`src/rtl/sar8b_logic.sv`:
```
// Successive-approximation controller for the 8-bit SAR ADC: sampling phase,
// binary-search trial/latch sequence and result publication.
module sar8b_logic #(
    parameter int NBIT       = 8,
    parameter int SAMPLE_CYC = 1
) (
    input  logic            CK,
    input  logic            RSTN,
    input  logic            EN,
    input  logic            CKS,
    input  logic            CMP,
    output logic            SAMPLE,
    output logic            CMPCK,
    output logic [NBIT-1:0] DAC,
    output logic [NBIT-1:0] DOUT,
    output logic            VALID,
    output logic            OVR,
    output logic            BUSY
);

    localparam int IW = (NBIT > 1) ? $clog2(NBIT) : 1;
    localparam int SW = (SAMPLE_CYC > 1) ? $clog2(SAMPLE_CYC) : 1;
    localparam logic [IW-1:0] IDX_TOP   = IW'(NBIT - 1);
    localparam logic [SW-1:0] SCNT_LAST = SW'(SAMPLE_CYC - 1);

    typedef enum logic [2:0] {
        ST_IDLE   = 3'd0,
        ST_SAMPLE = 3'd1,
        ST_TRIAL  = 3'd2,
        ST_LATCH  = 3'd3,
        ST_DONE   = 3'd4
    } state_t;

    state_t          state_r;
    state_t          state_nxt_s;
    logic            cks_q_r;
    logic            start_s;
    logic            ovr_hit_s;
    logic [NBIT-1:0] res_r;
    logic [NBIT-1:0] res_upd_s;
    logic [NBIT-1:0] dout_r;
    logic [IW-1:0]   idx_r;
    logic [SW-1:0]   scnt_r;
    logic            ovr_r;

    // Trial code: the bits already resolved plus the bit under test.
    function automatic logic [NBIT-1:0] trial_code(input logic [NBIT-1:0] res,
                                                   input logic [IW-1:0]   idx);
        logic [NBIT-1:0] t;
        t      = res;
        t[idx] = 1'b1;
        return t;
    endfunction

    // Start detection, overrun detection and the result with the current decision folded in.
    always_comb begin
        start_s   = CKS & ~cks_q_r & EN;
        ovr_hit_s = start_s & ((state_r == ST_SAMPLE) | (state_r == ST_TRIAL) |
                               (state_r == ST_LATCH));
        res_upd_s        = res_r;
        res_upd_s[idx_r] = CMP;
    end

    // Next-state logic; a low EN overrides everything and returns to IDLE.
    always_comb begin
        state_nxt_s = state_r;
        if (!EN) begin
            state_nxt_s = ST_IDLE;
        end else begin
            case (state_r)
                ST_IDLE: begin
                    if (start_s) state_nxt_s = ST_SAMPLE;
                    else         state_nxt_s = ST_IDLE;
                end
                ST_SAMPLE: begin
                    if (scnt_r == SCNT_LAST) state_nxt_s = ST_TRIAL;
                    else                     state_nxt_s = ST_SAMPLE;
                end
                ST_TRIAL: state_nxt_s = ST_LATCH;
                ST_LATCH: begin
                    if (idx_r == {IW{1'b0}}) state_nxt_s = ST_DONE;
                    else                     state_nxt_s = ST_TRIAL;
                end
                ST_DONE: begin
                    // A start on the closing DONE edge chains straight into the next sample.
                    if (start_s) state_nxt_s = ST_SAMPLE;
                    else         state_nxt_s = ST_IDLE;
                end
                default: state_nxt_s = ST_IDLE;
            endcase
        end
    end

    // Output decode from registered state only, so no input reaches an output combinationally.
    always_comb begin
        SAMPLE = 1'b0;
        CMPCK  = 1'b0;
        DAC    = {NBIT{1'b0}};
        VALID  = 1'b0;
        BUSY   = 1'b1;
        case (state_r)
            ST_IDLE:   BUSY = 1'b0;
            ST_SAMPLE: SAMPLE = 1'b1;
            ST_TRIAL: begin
                CMPCK = 1'b1;
                DAC   = trial_code(res_r, idx_r);
            end
            ST_LATCH:  DAC = trial_code(res_r, idx_r);
            ST_DONE: begin
                DAC   = res_r;
                VALID = 1'b1;
            end
            default:   BUSY = 1'b0;
        endcase
        DOUT = dout_r;
        OVR  = ovr_r;
    end

    // State register.
    always_ff @(posedge CK or negedge RSTN) begin
        if (!RSTN) state_r <= ST_IDLE;
        else       state_r <= state_nxt_s;
    end

    // Sample-clock history, tracked regardless of EN.
    always_ff @(posedge CK or negedge RSTN) begin
        if (!RSTN) cks_q_r <= 1'b0;
        else       cks_q_r <= CKS;
    end

    // Datapath: sample counter, bit index, partial result, published result and overrun flag.
    always_ff @(posedge CK or negedge RSTN) begin
        if (!RSTN) begin
            res_r  <= {NBIT{1'b0}};
            dout_r <= {NBIT{1'b0}};
            idx_r  <= {IW{1'b0}};
            scnt_r <= {SW{1'b0}};
            ovr_r  <= 1'b0;
        end else if (!EN) begin
            res_r  <= {NBIT{1'b0}};
            idx_r  <= {IW{1'b0}};
            scnt_r <= {SW{1'b0}};
            ovr_r  <= 1'b0;
        end else begin
            ovr_r <= ovr_hit_s;
            case (state_r)
                ST_IDLE, ST_DONE: begin
                    if (start_s) begin
                        res_r  <= {NBIT{1'b0}};
                        scnt_r <= {SW{1'b0}};
                    end
                end
                ST_SAMPLE: begin
                    if (scnt_r == SCNT_LAST) idx_r  <= IDX_TOP;
                    else                     scnt_r <= scnt_r + SW'(1);
                end
                ST_LATCH: begin
                    res_r <= res_upd_s;
                    // The result is published as DONE is entered so DOUT and VALID coincide.
                    if (idx_r == {IW{1'b0}}) dout_r <= res_upd_s;
                    else                     idx_r  <= idx_r - IW'(1);
                end
                default: begin
                    res_r <= res_r;
                end
            endcase
        end
    end

endmodule

```
`config.mk`:
```
export PLATFORM = sky130hd
export DESIGN_NAME = sar8b_logic
export DESIGN_NICKNAME = d
export VERILOG_FILES = /design/src/rtl/sar8b_logic.sv
export SDC_FILE = /design/constraint.sdc
export NUM_CORES = 1
export LEC_CHECK = 0
export BUFFER_PORTS_ARGS = -buffer_cell sky130_fd_sc_hd__buf_2
export CAP_MARGIN = 20
export CORE_MARGIN = 2
export CORE_UTILIZATION = 44
export DETAILED_ROUTE_END_ITERATION = 10
export HOLD_SLACK_MARGIN = 0.05
export PLACE_DENSITY = 0.69
export SYNTH_ARGS = -nofsm -noshare
export SYNTH_HDL_FRONTEND = slang
export SYNTH_SLANG_ARGS = --single-unit
```
`constraint.sdc`:
```
create_clock -name CK -period 2.2 [get_ports CK]
set_clock_uncertainty 0.15 [all_clocks]
set_input_delay 0.33 -clock CK [delete_from_list [all_inputs] [get_ports CK]]
set_output_delay 0.33 -clock CK [all_outputs]
set_load 0.02 [all_outputs]
```
==> impl_metrics.yaml <==
pwr:
  p_leak_nw: 0.778
  swShare: 0.331
  p_total_mw: 0.960
  power_density_mw_per_mm2: 572
  pwr-share-clk: 0.207
  ir_drop_uv: 262
  intPower_mw: 0.642
  power_frac_comb: 0.261
  seqPwrFrac: 0.532
  p_switching_mw: 0.317
logic_synthesis:
  yosysWarningCount: 0
  syn_inst: 157
  ys_async_sr_fraction: 1.00
  avgSynthCellArea_um2: 9.24
  yosysTopAreaCellShare: 0.414
  yosysTopAreaCell: "dfrtp_1"
  synth_area_mm2: 0.00145
  synth_cell_types: 32
  syn-num-nets: 164
  yosysMostFrequentCell: "dfrtp_1"
  synth_edf_count: 0
  ys_ff_latch: 24
  synth_ff_type: "dfrtp_1"
  ys_seq_area_frac: 0.414
  synthTopCellsByCount: "24 x dfrtp_1, 16 x a21oi_1, 14 x nor2_1"
  synthTopCellsByArea: "dfrtp_1 41%, a21oi_1 5.5%, nand3_1 4.5%"
grt:
  grt_pass1_wl_um: 5410
  overflow: 0
  antenna_found_initial: 0
  grt_start_max_net_pins: 25
  track_usage: 0.195
  grt_pass1_vias: 1178
finish:
  postLayoutCoreUtil: 0.541
  drive_gt1_frac: 0.286
  instances_no_fill: 226
  area_growth_pct: 15.6
  diodes: 0
  final_nets: 191
sta:
  rsz0062_at_grt: "no"
  finalCriticalPeriod_ns: 2.06
  setup_ws_ns: 0.135
  finalHoldViolations: 0
  period_share: 0.939
  tightest_slew_ns: 0.559
  slew_headroom: 0.627
  maxSlewViolCount: 0
  final.setup.tns_ns: 0
  timing.fmax_ghz: 0.484
  finalSetupViolCount: 0
cts:
  clk_path_buf_depth: 2
  clkSlewWorstSetupHoldPaths_ns: 0.13
  cts_tree: "built"
  clkLatencyLatePin_ns: 0.32
  h-tree-depth: 1
  cts_buffers: 3
  root_buffer: "clkbuf_4"
  numClockSinks: 24
  post_cts_buffers: 0
flow_run:
  maxCapViolations: 0
placement:
  place_inst: 221
  io_buffers: 25
  pre_cts_ws_ns: 0.317
  place_congestion: 0.830
  hpwl_um: 2280
route:
  wl_per_cell_um: 14.5
  detail-route-antenna-nets: 0
  vias: 1232
  drt-total-wl_um: 3280
  dr.pass1.iters: 4
  drt_iter0_markers: 60
  drc: 0
  avgViaCountPerCell: 5.45
die:
  core-area_mm2: 0.00310
  dieArea_mm2: 0.00377
  die_y_um: 61.4
  boundaryPins: 26
  die_x_um: 61.4
  rows: 20
  initial_utilization: 0.468
worst_setup_path:
  crit_fanout: 12
  worstSetupStartpointType: "flip-flop"
  worst_ep_arrival_time_ns: 1.58
  worstPathRequired_ns: 1.72
  cp-end-kind: "output pin"
  crit_start: "idx_r[2]$_DFFE_PN0P_"
  r2r_start: "idx_r[0]$_DFFE_PN0P_"
  critical_path_class: "reg2out"
hold_path:
  hold_start: "EN"
  hp-class: "in2reg"
outcome:
  outcome: "complete, no violations"
==> kinds of logic (layout without fill, tap and decap cells) <==
family / after synthesis / in the layout / synth area share
flops: 24 / 24 / 0.414
simple gates: 63 / 63 / 0.251
buf+inv: 23 / 48 / 0.0784
xor+xnor: 1 / 1 / 0.00604
mux: 10 / 10 / 0.0862
compound gates: 34 / 34 / 0.147
fa+ha+maj: 2 / 2 / 0.0172
==> metal layers <==
| metal | up-vias | global-route usage | part of all wire | routed length [um] |
|---|---|---|---|---|
| li1 | 603 | - | - | - |
| met1 | 593 | 0.264 | 0.48 | 1570 |
| met2 | 31 | 0.313 | 0.47 | 1540 |
| met3 | 5 | 0.0294 | 0.039 | 129 |
| met4 | 0 | 0.0790 | 0.012 | 38 |
| met5 | - | 0 | 0 | 0 |
==> critical path: stages (launching register included) <==
cell and delay (ns):
dfrtp_1 0.49, buf_4 0.21, and3b_1 0.21, a21oi_1 0.16, nor2_1 0.05, buf_2 0.15
==> registers in the layout (all words and copies together) (netlist names) <==
register / cells
cks_q_r: 1
OVR: 1
DOUT: 8
idx_r: 3
state_r: 3
res_r: 8
==> power groups by stage <==
stage / sequential [mW] / clock [mW] / combinational (mW)
final: 0.510 / 0.199 / 0.250
after floorplan: 0.545 / 0 / 0.130
after global routing: 0.518 / 0.224 / 0.277
after detailed placement: 0.516 / 0 / 0.245
after global placement: 0.514 / 0 / 0.241
after CTS: 0.508 / 0.202 / 0.249
==> through the flow <==
step                      cell area [um2]  hold slack [ns]
after CTS                            1650            0.139
final                                1680            0.142
after detailed placement             1610            0.204
after global placement               1610            0.203
after floorplan                      1450           -0.116
after global routing                 1680            0.135
==> cell type report <==
cell class	instances	area, um2
sequential	24	604
multi-input combinational	110	757
inverter	11	41.3
fill	299	1430
clock buffer	3	22.5
timing repair buffer	34	198
tap	44	55.1
==> final timing paths <==
kind                                         to  slack, ns  cells after the start
max reg2reg                idx_r[1]$_DFFE_PN0P_       0.36                      6
max                                      DAC[3]       0.14                      5
min in group asynchronous   DOUT[5]$_DFFE_PN0P_       0.36                      2
max in group asynchronous  idx_r[1]$_DFFE_PN0P_       1.14                      2
min reg2reg                 DOUT[0]$_DFFE_PN0P_       0.37                      1
min                        idx_r[0]$_DFFE_PN0P_       0.14                      3
==> cell usage in the layout (no fill, tap or decap), drive strengths merged <==
| master | synthesis | final |
|---|---|---|
| a21o | 1 | 1 |
| a21oi | 16 | 16 |
| a31oi | 2 | 2 |
| and2 | 2 | 2 |
| and2b | 1 | 1 |
| and3 | 2 | 2 |
| and3b | 3 | 3 |
| and4b | 4 | 4 |
| buf | 7 | 32 |
| clkbuf | 5 | 3 |
| dfrtp | 24 | 24 |
| dlygate4sd3 | 0 | 2 |
| ha | 2 | 2 |
| inv | 11 | 11 |
| mux2 | 8 | 8 |
| mux2i | 2 | 2 |
| nand2 | 7 | 7 |
| nand2b | 4 | 4 |
| nand3 | 13 | 13 |
| nand3b | 8 | 8 |
| nor2 | 14 | 14 |
| nor2b | 1 | 1 |
| nor3 | 1 | 1 |
| nor3b | 3 | 3 |
| o211ai | 8 | 8 |
| o21ai | 4 | 4 |
| o311ai | 2 | 2 |
| o41ai | 1 | 1 |
| xnor2 | 1 | 1 |
==> timing repair <==
action                     in CTS  in global routing
setup endpoints to repair       2                  5
hold endpoints to repair       25                  0
resized for setup               0                  7
hold buffers                    2                  0
cloned                          0                  0
(Power assumes the default switching activity.)
